--- src/rtl/aes_pkg.sv ---
// -----------------------------------------------------------------------------
// aes_pkg
// Shared definitions for the iterative AES core: block width, round counts
// for the three key sizes, round-key index width and the controller state
// encoding.
// -----------------------------------------------------------------------------
package aes_pkg;

    localparam int AES_BLK_W  = 128;
    localparam int AES_NR_128 = 10;
    localparam int AES_NR_192 = 12;
    localparam int AES_NR_256 = 14;
    localparam int RK_IDX_W   = 4;

    typedef enum logic [1:0] {
        IDLE   = 2'd0,
        WHITEN = 2'd1,
        ROUND  = 2'd2,
        DONE   = 2'd3
    } aes_ctrl_state_e;

    // True when the round counter has reached the last round of the cipher.
    function automatic logic is_final_round(input logic [RK_IDX_W-1:0] round,
                                            input int                  nr);
        return (round == RK_IDX_W'(nr));
    endfunction

endpackage

--- src/rtl/aes_round_ctrl.sv ---
// -----------------------------------------------------------------------------
// aes_round_ctrl
// Iterative AES encryption sequencer. Holds the 128-bit cipher state and the
// round counter, applies initial whitening with round key 0, then steps an
// external combinational round datapath once per cycle for NR rounds.
//
// Ports
//   clk, rst        : clock (rising edge), synchronous active-high reset
//   in_valid/ready  : plaintext handshake, in_data sampled on accept
//   out_valid/ready : ciphertext handshake, out_data held until accepted
//   rk_idx / rk     : round-key request to key store, combinational return
//   rnd_state       : state presented to the round datapath
//   rnd_final       : last round, datapath must skip mix_columns
//   rnd_result      : round datapath output, combinational return
//   busy            : high while whitening or running rounds
// -----------------------------------------------------------------------------
module aes_round_ctrl
    import aes_pkg::*;
#(
    parameter int NR    = AES_NR_128,
    parameter int BLK_W = AES_BLK_W
) (
    input  logic                clk,
    input  logic                rst,
    input  logic                in_valid,
    output logic                in_ready,
    input  logic [BLK_W-1:0]    in_data,
    output logic                out_valid,
    input  logic                out_ready,
    output logic [BLK_W-1:0]    out_data,
    output logic [RK_IDX_W-1:0] rk_idx,
    input  logic [BLK_W-1:0]    rk,
    output logic [BLK_W-1:0]    rnd_state,
    output logic                rnd_final,
    input  logic [BLK_W-1:0]    rnd_result,
    output logic                busy
);

    aes_ctrl_state_e     r_state;
    aes_ctrl_state_e     w_state_next;
    logic [RK_IDX_W-1:0] r_round;
    logic [RK_IDX_W-1:0] w_round_next;
    logic [BLK_W-1:0]    r_data;
    logic [BLK_W-1:0]    w_data_next;

    logic [BLK_W-1:0]    w_whiten;
    logic                w_last;

    // Initial whitening: bytewise XOR of the loaded plaintext with key 0.
    genvar gi;
    generate
        for (gi = 0; gi < BLK_W / 8; gi++) begin : g_whiten
            assign w_whiten[gi*8 +: 8] = r_data[gi*8 +: 8] ^ rk[gi*8 +: 8];
        end
    endgenerate

    assign w_last = is_final_round(r_round, NR);

    // -------------------------------------------------------------------------
    // Next-state logic
    // -------------------------------------------------------------------------
    always_comb begin
        w_state_next = r_state;
        w_round_next = r_round;
        w_data_next  = r_data;
        unique case (r_state)
            IDLE: begin
                if (in_valid) begin
                    w_data_next  = in_data;
                    w_state_next = WHITEN;
                end
            end
            WHITEN: begin
                w_data_next  = w_whiten;
                w_round_next = RK_IDX_W'(1);
                w_state_next = ROUND;
            end
            ROUND: begin
                w_data_next = rnd_result;
                if (w_last) begin
                    // Counter stays at NR while the result waits in DONE.
                    w_state_next = DONE;
                end else begin
                    w_round_next = r_round + RK_IDX_W'(1);
                end
            end
            DONE: begin
                if (out_ready) begin
                    w_round_next = '0;
                    w_state_next = IDLE;
                end
            end
            default: begin
                w_state_next = IDLE;
            end
        endcase
    end

    // -------------------------------------------------------------------------
    // State registers
    // -------------------------------------------------------------------------
    always_ff @(posedge clk) begin
        if (rst) begin
            r_state <= IDLE;
            r_round <= '0;
            r_data  <= '0;
        end else begin
            r_state <= w_state_next;
            r_round <= w_round_next;
            r_data  <= w_data_next;
        end
    end

    // -------------------------------------------------------------------------
    // Outputs
    // -------------------------------------------------------------------------
    assign in_ready  = (r_state == IDLE);
    assign out_valid = (r_state == DONE);
    assign out_data  = r_data;
    assign busy      = (r_state == WHITEN) || (r_state == ROUND);

    // Outside the active states the key store and datapath see index 0,
    // a non-final round and the held state.
    assign rk_idx    = (r_state == ROUND) ? r_round : '0;
    assign rnd_final = (r_state == ROUND) && w_last;
    assign rnd_state = r_data;

endmodule

--- config.mk ---
export PLATFORM = sky130hd
export DESIGN_NAME = aes_round_ctrl
export DESIGN_NICKNAME = d
export VERILOG_FILES = /design/src/rtl/aes_pkg.sv /design/src/rtl/aes_round_ctrl.sv
export SDC_FILE = /design/constraint.sdc
export NUM_CORES = 1
export LEC_CHECK = 0
export CORE_AREA = 2 2 255 257
export DETAILED_ROUTE_END_ITERATION = 10
export DIE_AREA = 0 0 257 259
export GPL_ROUTABILITY_DRIVEN = 0
export PLACE_DENSITY = 0.36
export SKIP_CTS_REPAIR_TIMING = 1
export SYNTH_ARGS = -nofsm -noshare
export SYNTH_HDL_FRONTEND = slang
export SYNTH_SLANG_ARGS = --single-unit
--- constraint.sdc ---
create_clock -name clk -period 2.6 [get_ports clk]
set_input_delay 0.26 -clock clk [delete_from_list [all_inputs] [get_ports clk]]
set_output_delay 0.26 -clock clk [all_outputs]
set_load 0.03 [all_outputs]
==> run metrics, run 1 <==
status=completed; CORE AREA=approximately 64000 sq um; multiplexer area fraction after synthesis=less than 1%; Clock Pin Slew Worst Setup and Hold Paths=approximately 0.070 ns; IO buf count=between 600 and 700; global-route wire length before repair=73800 um; fmax=between 400 and 500 MHz; RSZ-0062 raised after global routing=false; row cnt=between 90 and 100; dpl ws=between 0.3 and 0.4 ns; DRT Wirelength=around 51000 um; DP Wirelength=about 38000 um; Psw=between 10000 and 15000 uW; vias=9941; largest net degree at the start of global routing=about 70; area of the multi-input gates=between 5000 and 6000 sq um; Ys Warns=0; Worst EP arrival=about 2.2 ns; I/O pin count=around 650; clk root buf=clkbuf_16; Post-Syn Nets=around 1400; R2R Setup Slk=approximately 0.32 ns; worst hold slack=0.135 ns; endpoints failing setup=0; synthesized instance count=approximately 1000; antenna violations before repair=4; fin crit period=around 2.4 ns; largest family of logic cells by synthesized area=simple AND/OR/NAND/NOR gates; internal power component=10500 uW; sequential element share of the synthesized area=28.5%; Final WS setup=about 0.18 ns; Final Hold Vio Count=0; peak supply drop=1310 uV; Leak Pwr=around 0.0064 uW; Register Area=2680 sq um; total CTS buffers=17; area grow syn2layout=76.9%; count of maximum capacitance violations=0; Sw Share=approximately half; fin nets=between 1500 and 2000; post-placement cell count=around 2400; Max Slew Vio Count=0; Core Util, Final=26.1%; Slew headroom=approximately 58%; most frequent cells in the layout=clkdlybuf4s50_1 (645), nor2_1 (136), dfxtp_1 (134); Avg Inst Size Synth=between 8 and 9 sq um; fraction of the mapped netlist area in simple logic gates=approximately 22%; die footprint=66600 sq um; share of layout cells above drive strength 1=roughly 12%; Distinct cells, synth=32; Setup Skew=between 0.01 and 0.015 ns; period utilization=between 90 and 100%; die extent in x=approximately 260 um; # DRC=0; Clock Sinks=between 100 and 150; critical path class=register to output pin; FILL cells=6803; Seq pwr share=a little under a fifth; Comb power frac=between 60% and 70%; htree depth=4; Final ANT Viol Nets=0; CTS Buffer Depth=2; drt wl/cell=21.3 um; CP Launch Type=register; Initial Util=14.7%; Synth Area in Compound Gates=between 20% and 30%; crit path capture type=output pin; commonest non-fill, non-tap cell in the layout=clkdlybuf4s50_1; Worst-Margin Slew=0.627 ns; Worst Hold Class=input port to register; Non-Filler Instances=~2400; XOR/XNOR Fraction of Synth Area=a little under an eighth; DRT iter0 DRCs=406; synthesis-stage register bit count=134; CTS tree=yes; grt ovf=0; Pre-antenna DRT Iters=4; Clock Power Share=a little over an eighth; vias in the first global route=between 10000 and 15000; worst skew pair latency=approximately 0.49 ns; Via density=4.16; Synth Area in Adders=less than 1%; crit-path max FO=5; worst endpoint required time=~2.3 ns; setup TNS=0 ns; GRT Util Overall=15.0%; synthesized area=9410 sq um; Pwr Density=roughly 1300 nW/um^2; Chip Height=roughly 260 um
==> final timing paths <==
| path | startpoint | end | cells after the start |
|---|---|---|---|
| max | r_state[1] | busy | 3 |
| min | rst | out_data[113] | 2 |
| max reg2reg | r_state[1] | out_data[37] | 6 |
| min reg2reg | r_round[2] | r_round[2] | 2 |
==> worst max-delay path, cell delays in order (launching register included) <==
cell and delay [ns]:
dfxtp_1 0.45, inv_1 0.15, ha_4 0.34, clkdlybuf4s50_1 0.74
==> power groups by stage <==
stage | logic, uW | registers, uW | clock network (uW)
2_1_floorplan | 8690 | 5230 | 0
3_3_place_gp | 14900 | 4150 | 0
3_5_place_dp | 14900 | 4190 | 0
4_1_cts | 15000 | 4150 | 2930
5_1_grt | 15800 | 4240 | 2980
6_report | 14800 | 4100 | 2810
==> state kept, by name, summed over array words and instances, names as in the netlist <==
signal	flops
r_state	2
out_data	128
r_round	4
==> Yosys cell counts (all sizes together) <==
library cell,number,area share [%]
o31ai,1,0.080
inv,4,0.16
nand3,1,0.053
dfxtp,134,29
a211oi,2,0.16
nor4,128,8.5
buf,188,14
xor2,128,12
nand3b,1,0.080
or4,1,0.080
nor3,128,6.8
ha,7,0.93
or3b,1,0.093
or2,2,0.13
a221oi,128,20
nor2b,3,0.28
a21oi,2,0.11
clkbuf,40,1.6
a31oi,2,0.13
nand4b,1,0.093
nor2,137,5.5
nand4,1,0.067
and2,3,0.20
o21ai,3,0.16
nand2,2,0.080
mux2i,1,0.11
==> cells by family (layout without fill, tap and decap cells) <==
| kind of cell | Yosys count | in the layout |
|---|---|---|
| simple gates | 409 | 409 |
| buf+inv | 232 | 716 |
| compound gates | 138 | 138 |
| flops | 134 | 134 |
| xor+xnor | 128 | 128 |
| fa+ha+maj | 7 | 7 |
| mux | 1 | 1 |
| other cells | 0 | 2 |
==> stage by stage <==
stage | total power (uW) | area, sq um
floorplan | 13900 | 9410
global placement | 19100 | 16000
detailed placement | 19100 | 16000
CTS | 22100 | 16600
global route | 23000 | 16600
finish | 21700 | 16600
==> layout make-up <==
| cell class | instances | area share [%] |
|---|---|---|
| Antenna cell | 2 | 0.0301 |
| Clock buffer | 18 | 2.58 |
| Clock inverter | 13 | 1.24 |
| Inverter | 4 | 0.0902 |
| Multi-Input combinational cell | 683 | 31.6 |
| Sequential cell | 134 | 16.1 |
| Tap cell | 855 | 6.43 |
| Timing Repair Buffer | 681 | 41.9 |
==> per-layer routing <==
| metal | vias up | track usage [%] | part of all wire (%) |
|---|---|---|---|
| li1 | 4714 | - | - |
| met1 | 4817 | 17.0 | 40 |
| met2 | 375 | 27.0 | 52 |
| met3 | 31 | 4.71 | 6.5 |
| met4 | 4 | 3.83 | 1.2 |
| met5 | - | 0 | 0.053 |
Note: power is estimated with default switching activity, not from simulation.
==> run 2: changes to the inputs <==
--- a/config.mk
+++ b/config.mk
@@ -14,3 +14,4 @@
 export SYNTH_ARGS = -nofsm -noshare
 export SYNTH_HDL_FRONTEND = slang
 export SYNTH_SLANG_ARGS = --single-unit
+export TNS_END_PERCENT = 5
==> results of run 2 <==
No change in the layout: final DEF, timing and power equal those of run 1.
